`src/rtl/riscv_cpu_pkg.sv`:
```
// Shared fetch-side types and constants for the riscv_cpu core.
package riscv_cpu_pkg;

  localparam logic [31:0] NOP_INSTR         = 32'h0000_0013;
  localparam logic [31:0] DEFAULT_BOOT_ADDR = 32'h0000_0000;

  typedef enum logic [1:0] {
    BOOT,
    RUN,
    FLUSH
  } fetch_state_e;

  typedef struct packed {
    logic [31:0] addr;
    logic [31:0] instr;
  } fetch_entry_t;

  function automatic logic [31:0] word_align(input logic [31:0] a);
    return {a[31:2], 2'b00};
  endfunction

endpackage

```
`src/rtl/fetch_fifo.sv`:
```
// Prefetch buffer of {addr, instr} pairs; flush empties it on the same edge.
module fetch_fifo
  import riscv_cpu_pkg::*;
#(
  parameter int DEPTH = 2,
  localparam int AW = $clog2(DEPTH),
  localparam int CW = AW + 1
) (
  input  logic          clk_i,
  input  logic          rst_i,
  input  logic          flush_i,
  input  logic          push_i,
  input  logic [31:0]   push_addr_i,
  input  logic [31:0]   push_instr_i,
  input  logic          pop_i,
  output logic [31:0]   head_addr_o,
  output logic [31:0]   head_instr_o,
  output logic          full_o,
  output logic          empty_o,
  output logic [CW-1:0] count_o
);

  fetch_entry_t  r_mem [DEPTH];
  logic [AW-1:0] r_rd_ptr;
  logic [AW-1:0] r_wr_ptr;
  logic [CW-1:0] r_count;
  logic          w_push;
  logic          w_pop;

  assign empty_o      = (r_count == '0);
  assign full_o       = (r_count == CW'(DEPTH));
  assign count_o      = r_count;
  assign w_pop        = pop_i & ~empty_o & ~flush_i;
  // A full buffer can still accept a word in the cycle its head leaves.
  assign w_push       = push_i & ~flush_i & (~full_o | w_pop);
  assign head_addr_o  = r_mem[r_rd_ptr].addr;
  assign head_instr_o = r_mem[r_rd_ptr].instr;

  always_ff @(posedge clk_i or posedge rst_i) begin
    if (rst_i) begin
      r_rd_ptr <= '0;
      r_wr_ptr <= '0;
      r_count  <= '0;
    end else if (flush_i) begin
      r_rd_ptr <= '0;
      r_wr_ptr <= '0;
      r_count  <= '0;
    end else begin
      if (w_push) r_wr_ptr <= r_wr_ptr + 1'b1;
      if (w_pop)  r_rd_ptr <= r_rd_ptr + 1'b1;
      r_count <= r_count + CW'(w_push) - CW'(w_pop);
    end
  end

  always_ff @(posedge clk_i) begin
    if (w_push) r_mem[r_wr_ptr] <= '{addr: push_addr_i, instr: push_instr_i};
  end

endmodule

```
`src/rtl/fetch_stage.sv`:
```
// Instruction fetch: single-outstanding memory requester feeding a prefetch buffer.
//   state | meaning
//   BOOT  | first cycle after reset, no request
//   RUN   | normal fetching, responses go to the buffer
//   FLUSH | redirected; waiting for a stale request/response to drain
module fetch_stage
  import riscv_cpu_pkg::*;
#(
  parameter logic [31:0] BOOT_ADDR  = DEFAULT_BOOT_ADDR,
  parameter int          FIFO_DEPTH = 2
) (
  input  logic        clk_i,
  input  logic        rst_i,
  output logic        instr_req_o,
  output logic [31:0] instr_addr_o,
  input  logic        instr_gnt_i,
  input  logic        instr_rvalid_i,
  input  logic [31:0] instr_rdata_i,
  input  logic        redirect_i,
  input  logic [31:0] redirect_addr_i,
  output logic        instr_valid_o,
  output logic [31:0] instr_o,
  output logic [31:0] pc_o,
  input  logic        instr_ready_i
);

  localparam int CW = $clog2(FIFO_DEPTH) + 1;

  fetch_state_e  r_state;
  logic [31:0]   r_fetch_pc;
  logic [31:0]   r_target;
  logic [31:0]   r_out_addr;
  logic [31:0]   r_pc_last;
  logic          r_outstanding;
  logic          r_pending;

  logic [CW-1:0] w_count;
  logic [CW:0]   w_occ;
  logic          w_full;
  logic          w_empty;
  logic [31:0]   w_head_addr;
  logic [31:0]   w_head_instr;
  logic [31:0]   w_redirect_pc;
  logic          w_req;
  logic          w_gnt;
  logic          w_rsp;
  logic          w_pop;
  logic          w_push;
  logic          w_room;
  logic          w_out_next;
  logic          w_pend_next;

  assign w_redirect_pc = word_align(redirect_addr_i);
  assign w_pop         = ~w_empty & instr_ready_i;
  // A response arriving now is still counted as in flight until it lands in the buffer.
  assign w_occ         = {1'b0, w_count} + (CW+1)'(r_outstanding) - (CW+1)'(w_pop);
  assign w_room        = (w_occ < (CW+1)'(FIFO_DEPTH));
  assign w_req         = r_pending |
                         ((r_state == RUN) & (~r_outstanding | instr_rvalid_i) & w_room);
  assign w_gnt         = w_req & instr_gnt_i;
  assign w_rsp         = r_outstanding & instr_rvalid_i;
  assign w_push        = w_rsp & (r_state == RUN) & ~redirect_i & (~w_full | w_pop);
  assign w_out_next    = w_gnt | (r_outstanding & ~instr_rvalid_i);
  assign w_pend_next   = w_req & ~instr_gnt_i;

  assign instr_req_o   = w_req;
  assign instr_addr_o  = r_fetch_pc;
  assign instr_valid_o = ~w_empty;
  assign instr_o       = w_empty ? NOP_INSTR : w_head_instr;
  assign pc_o          = w_empty ? r_pc_last : w_head_addr;

  fetch_fifo #(.DEPTH(FIFO_DEPTH)) u_fifo (
    .clk_i        (clk_i),
    .rst_i        (rst_i),
    .flush_i      (redirect_i),
    .push_i       (w_push),
    .push_addr_i  (r_out_addr),
    .push_instr_i (instr_rdata_i),
    .pop_i        (w_pop),
    .head_addr_o  (w_head_addr),
    .head_instr_o (w_head_instr),
    .full_o       (w_full),
    .empty_o      (w_empty),
    .count_o      (w_count)
  );

  always_ff @(posedge clk_i or posedge rst_i) begin
    if (rst_i) begin
      r_state       <= BOOT;
      r_fetch_pc    <= BOOT_ADDR;
      r_target      <= BOOT_ADDR;
      r_out_addr    <= '0;
      r_pc_last     <= '0;
      r_outstanding <= 1'b0;
      r_pending     <= 1'b0;
    end else begin
      r_outstanding <= w_out_next;
      r_pending     <= w_pend_next;
      if (w_gnt)    r_out_addr <= r_fetch_pc;
      if (!w_empty) r_pc_last  <= w_head_addr;
      case (r_state)
        BOOT: begin
          r_state <= RUN;
          if (redirect_i) r_fetch_pc <= w_redirect_pc;
        end
        RUN: begin
          if (redirect_i) begin
            // Anything still in flight must drain before fetching from the target.
            if (w_out_next | w_pend_next) begin
              r_state  <= FLUSH;
              r_target <= w_redirect_pc;
            end else begin
              r_fetch_pc <= w_redirect_pc;
            end
          end else if (w_gnt) begin
            r_fetch_pc <= r_fetch_pc + 32'd4;
          end
        end
        FLUSH: begin
          if (!(w_out_next | w_pend_next)) begin
            r_state    <= RUN;
            r_fetch_pc <= redirect_i ? w_redirect_pc : r_target;
          end else if (redirect_i) begin
            r_target <= w_redirect_pc;
          end
        end
        default: r_state <= BOOT;
      endcase
    end
  end

endmodule

```
`config.mk`:
```
export PLATFORM = sky130hd
export DESIGN_NAME = fetch_stage
export DESIGN_NICKNAME = d
export VERILOG_FILES = /design/src/rtl/riscv_cpu_pkg.sv /design/src/rtl/fetch_fifo.sv /design/src/rtl/fetch_stage.sv
export SDC_FILE = /design/constraint.sdc
export NUM_CORES = 1
export LEC_CHECK = 0
export ABC_AREA = 1
export CORE_ASPECT_RATIO = 0.75
export CORE_UTILIZATION = 55
export DETAILED_ROUTE_END_ITERATION = 7
export PLACE_DENSITY = 0.8
export SYNTH_ARGS = -nofsm -noshare
export SYNTH_HDL_FRONTEND = slang
export SYNTH_SLANG_ARGS = --single-unit
```
`constraint.sdc`:
```
create_clock -name clk_i -period 6.45 [get_ports clk_i]
set_input_delay 1.29 -clock clk_i [delete_from_list [all_inputs] [get_ports clk_i]]
set_output_delay 1.29 -clock clk_i [all_outputs]
set_load 0.005 [all_outputs]
```
==> results by group <==
Power
  • Sw Ratio: 0.356
  • Int Pwr: 4060 µW
  • Power Dens Cells: 441 nW/µm²
  • VDD IR-drop max: 0.297 mV
  • Standby leakage power: 0.00613 µW
  • Clk pwr share: 0.248
  • Sw Pwr: 2240 µW
  • Seq pwr share: 0.403
  • Combinational Power Share: 0.349

Synthesis
  • Top-area cell type share of the netlist area: 0.333
  • Area leader, netlist: edfxtp_1
  • Synth area leaders: edfxtp_1 33%, dfrtp_1 29%, nand2_1 15%, a21oi_1 4.3%, nor2_1 3.8%
  • Synth Area in Simple Gates: 0.213
  • Post-Syn Area per Cell: 9.46 µm²
  • Area fraction in compound gates after synthesis: 0.0940
  • Mapped Cells: 1219
  • Mux cell area share after synthesis: 0.00586
  • Sequential area share after synthesis: 0.628
  • Netlist cell types: 38
  • Yosys synthesis warning count: 0
  • Synth Cell Area: 11500 µm²
  • Synth Area in XOR/XNOR: 0.00228
  • Yosys reg bits: 264
  • Adder and majority cell fraction of the synthesized area: 0.0115
  • Largest family of logic cells by synthesized area: simple AND/OR/NAND/NOR gates
  • Syn nets: 1299

Route
  • Max Used Layer: met4
  • Via count: 8924
  • Met1 WL: 12.7 mm
  • Vias per cell: 5.34
  • Met3 wire length: 2.38 mm
  • Final antenna-violating net count: 0
  • Met2 WL post-DR: 11.8 mm
  • TritonRoute pass-1 iters: 5
  • Wirelength per Cell: 16.4 µm
  • WL final: 27.4 mm
  • DRC: 0
  • Initial DRC Count: 914

STA
  • Min Tclk post-route: 5.00 ns
  • Slew margin rel.: 0.389
  • Hold violation count in the final report: 0
  • Crit share post-route: 0.775
  • Max Freq: 0.200 GHz
  • Unrepaired setup endpoints after global routing: no
  • Final Slew Violations: 0
  • Clock Skew: 0.0148 ns
  • Worst-Margin Slew: 0.915 ns
  • Setup total negative slack: 0 ns
  • Final setup violation count: 0

Clock network
  • Clock-pin slew on the worst setup and hold paths: 0.07 ns
  • CTS buffer count: 25
  • Post-CTS Resized: 0
  • Clk sinks: 264
  • Clock latency on the worst-skew pair: 0.54 ns
  • Root Buffer: clkbuf_16
  • Cts hold-fix bufs: 0
  • H-tree levels: 1
  • Post-CTS Setup Bufs: 0
  • Clock buffer depth: 3
  • Clock tree from TritonCTS: done

Floorplanning
  • Row count: 45
  • Initial Utilization: 0.566
  • Core region area: 20400 µm²
  • Die area: 21600 µm²
  • Die H: 127 µm
  • Boundary pin count: 168
  • Die Width: 169 µm

GRT
  • Vias in the first global route: 8335
  • Initial antenna violation count: 0
  • All-Layer GR Usage: 0.257
  • Largest net degree at the start of global routing: 65
  • First-pass GRT wire length: 43.7 mm
  • GRT overflow: 0

Place
  • DP HPWL: 17.5 mm
  • Routability Congestion: 0.866
  • DP Cell Count: 1624
  • IO Port Bufs: 165

Critical path
  • CP cell instances: clkdlybuf4s50_1 > inv_1 > nor2_1 > ha_1 > inv_1 > nand2_1 > fa_1 > nand2_1 > a21oi_2 > nand2_2 > nand2_2 > clkdlybuf4s50_1
  • Worst Path Class, Setup: input port to output port
  • Worst setup EP type: output port
  • CP delay by family, top: buffers and inverters
  • CP Data Required Time: 5.16 ns
  • Crit-path max cell delay: 0.50 ns
  • Critical path arrival: 3.71 ns
  • CP bufs+invs: 4
  • Max FO, Critical Path: 3
  • Slowest CP cell: fa_1
  • Startpoint Class: input port

Run
  • Maxcap violations: 0

Cells and area
  • Layout cell share with drive strength beyond 1: 0.0576
  • Area growth, synth to finish: 23.8%
  • Layout Utilization: 0.701
  • Final-stage net count: 1449
  • Ant. Diodes: 0
  • Fin cells: 1670

Run status
  • Status: finished, final reports clean

Min path
  • Hold Crit Class: register to register
[path summary, 6_finish.rpt]
check                                          start                       endpoint  slack [ns]  depth (start not counted)
min in group asynchronous                      rst_i         r_pc_last[7]$_DFF_PP0_        1.20                          2
hold / removal             r_out_addr[4]$_DFFE_PP0P_  u_fifo.r_mem[0][36]$_DFFE_PP_        0.47                          0
max in group asynchronous                      rst_i       r_target[22]$_DFFE_PP0P_        4.17                          3
setup / recovery                       instr_ready_i                    instr_req_o        1.45                         12
setup reg to reg              r_state[1]$_DFFE_PP0P_   u_fifo.r_mem[1][3]$_DFFE_PP_        3.02                          9
hold reg to reg            r_out_addr[4]$_DFFE_PP0P_  u_fifo.r_mem[0][36]$_DFFE_PP_        0.47                          0
[per-stage QoR]
| step | setup slack [ns] | total power, µW | hold WS (ns) | area, µm² |
|---|---|---|---|---|
| floorplan | 1.23 | 3820 | 0.437 | 11500 |
| global placement | 1.51 | 4650 | 0.447 | 13400 |
| detailed placement | 1.43 | 4720 | 0.457 | 13400 |
| CTS | 1.44 | 6300 | 0.471 | 14300 |
| global route | 1.31 | 6700 | 0.486 | 14300 |
| finish | 1.45 | 6300 | 0.466 | 14300 |
[routing by layer]
layer  track usage  vias up
met5             0        -
met4        0.0636        0
met3        0.0474       39
met2         0.383      357
met1         0.390     4216
li1              -     4312
[final cells by class]
| type | instances | area (µm²) |
|---|---|---|
| flip-flops and latches | 264 | 7250 |
| fillers | 1542 | 6100 |
| multi-input cells | 831 | 3790 |
| repair buffers | 176 | 1750 |
| clock buffers | 31 | 688 |
| well taps | 282 | 353 |
| inverters | 71 | 269 |
| clock inverters | 15 | 191 |
[synth_stat cells]
cell and count:
nand4_1 1, nor2_4 1, nand3b_1 1, buf_4 6
fa_1 1, edfxtp_1 128, nor2_1 116, o21ai_4 1
o21bai_1 1, xor2_1 2, and2_1 2, nor2_2 3
a221oi_1 13, buf_6 3, nand3_1 37, o211ai_1 1
o31ai_1 1, a21oi_2 1, clkbuf_1 27, inv_2 3
nand3_4 2, o21ai_1 9, nor2_8 1, buf_2 11
a21oi_1 100, a22oi_1 12, nand2_4 2, nand2_1 448
ha_1 9, nand2_2 3, buf_1 6, clkinv_1 2
dfrtp_1 136, a211oi_1 3, xnor2_1 1, o21ai_0 53
mux2_2 6, inv_1 66
[logic make-up (layout without fill, tap and decap cells)]
kind of cell    after synthesis  in the layout
fa+ha+maj                    10             10
buf+inv                     124            293
compound gates              195            195
flops                       264            264
simple gates                617            617
mux                           6              6
xor+xnor                      3              3
[cells in the final DEF, fill, tap and decap left out, drive strengths merged, types with 9 or more instances in the layout]
| master | Yosys | routed |
|---|---|---|
| o21ai | 63 | 63 |
| buf | 26 | 11 |
| a22oi | 12 | 12 |
| nand2 | 453 | 453 |
| nand3 | 39 | 39 |
| a221oi | 13 | 13 |
| dfrtp | 136 | 136 |
| clkinv | 2 | 10 |
| nor2 | 121 | 121 |
| a21oi | 101 | 101 |
| edfxtp | 128 | 128 |
| ha | 9 | 9 |
| inv | 69 | 70 |
| clkdlybuf4s50 | 0 | 165 |
| clkbuf | 27 | 31 |
[state kept, by name, summed over array words and instances (netlist names)]
register	count
u_fifo.r_wr_ptr	1
r_outstanding	1
r_pc_last	32
u_fifo.r_rd_ptr	1
r_target	32
r_state	2
r_out_addr	32
u_fifo.r_mem	128
u_fifo.count_o	2
instr_addr_o	32
r_pending	1
[power groups by stage]
stage          Sequential, µW  Combinational [µW]  Clock [µW]
2_1_floorplan            2460                1370           0
3_3_place_gp             2540                2110           0
3_5_place_dp             2550                2170           0
4_1_cts                  2530                2190        1580
5_1_grt                  2580                2470        1650
6_report                 2540                2200        1560
[worst register-to-register path, delay by kind of cell (launching register included)]
family / cells / cell delay [ns]
adder cells (fa/ha/maj): 1 / 0.20
AND/OR/NAND/NOR: 3 / 1.30
AO/OA/AOI/OAI: 1 / 0.19
buffers and inverters: 4 / 0.98
flip-flops: 1 / 0.42
Note: power is estimated with default switching activity, not from simulation.
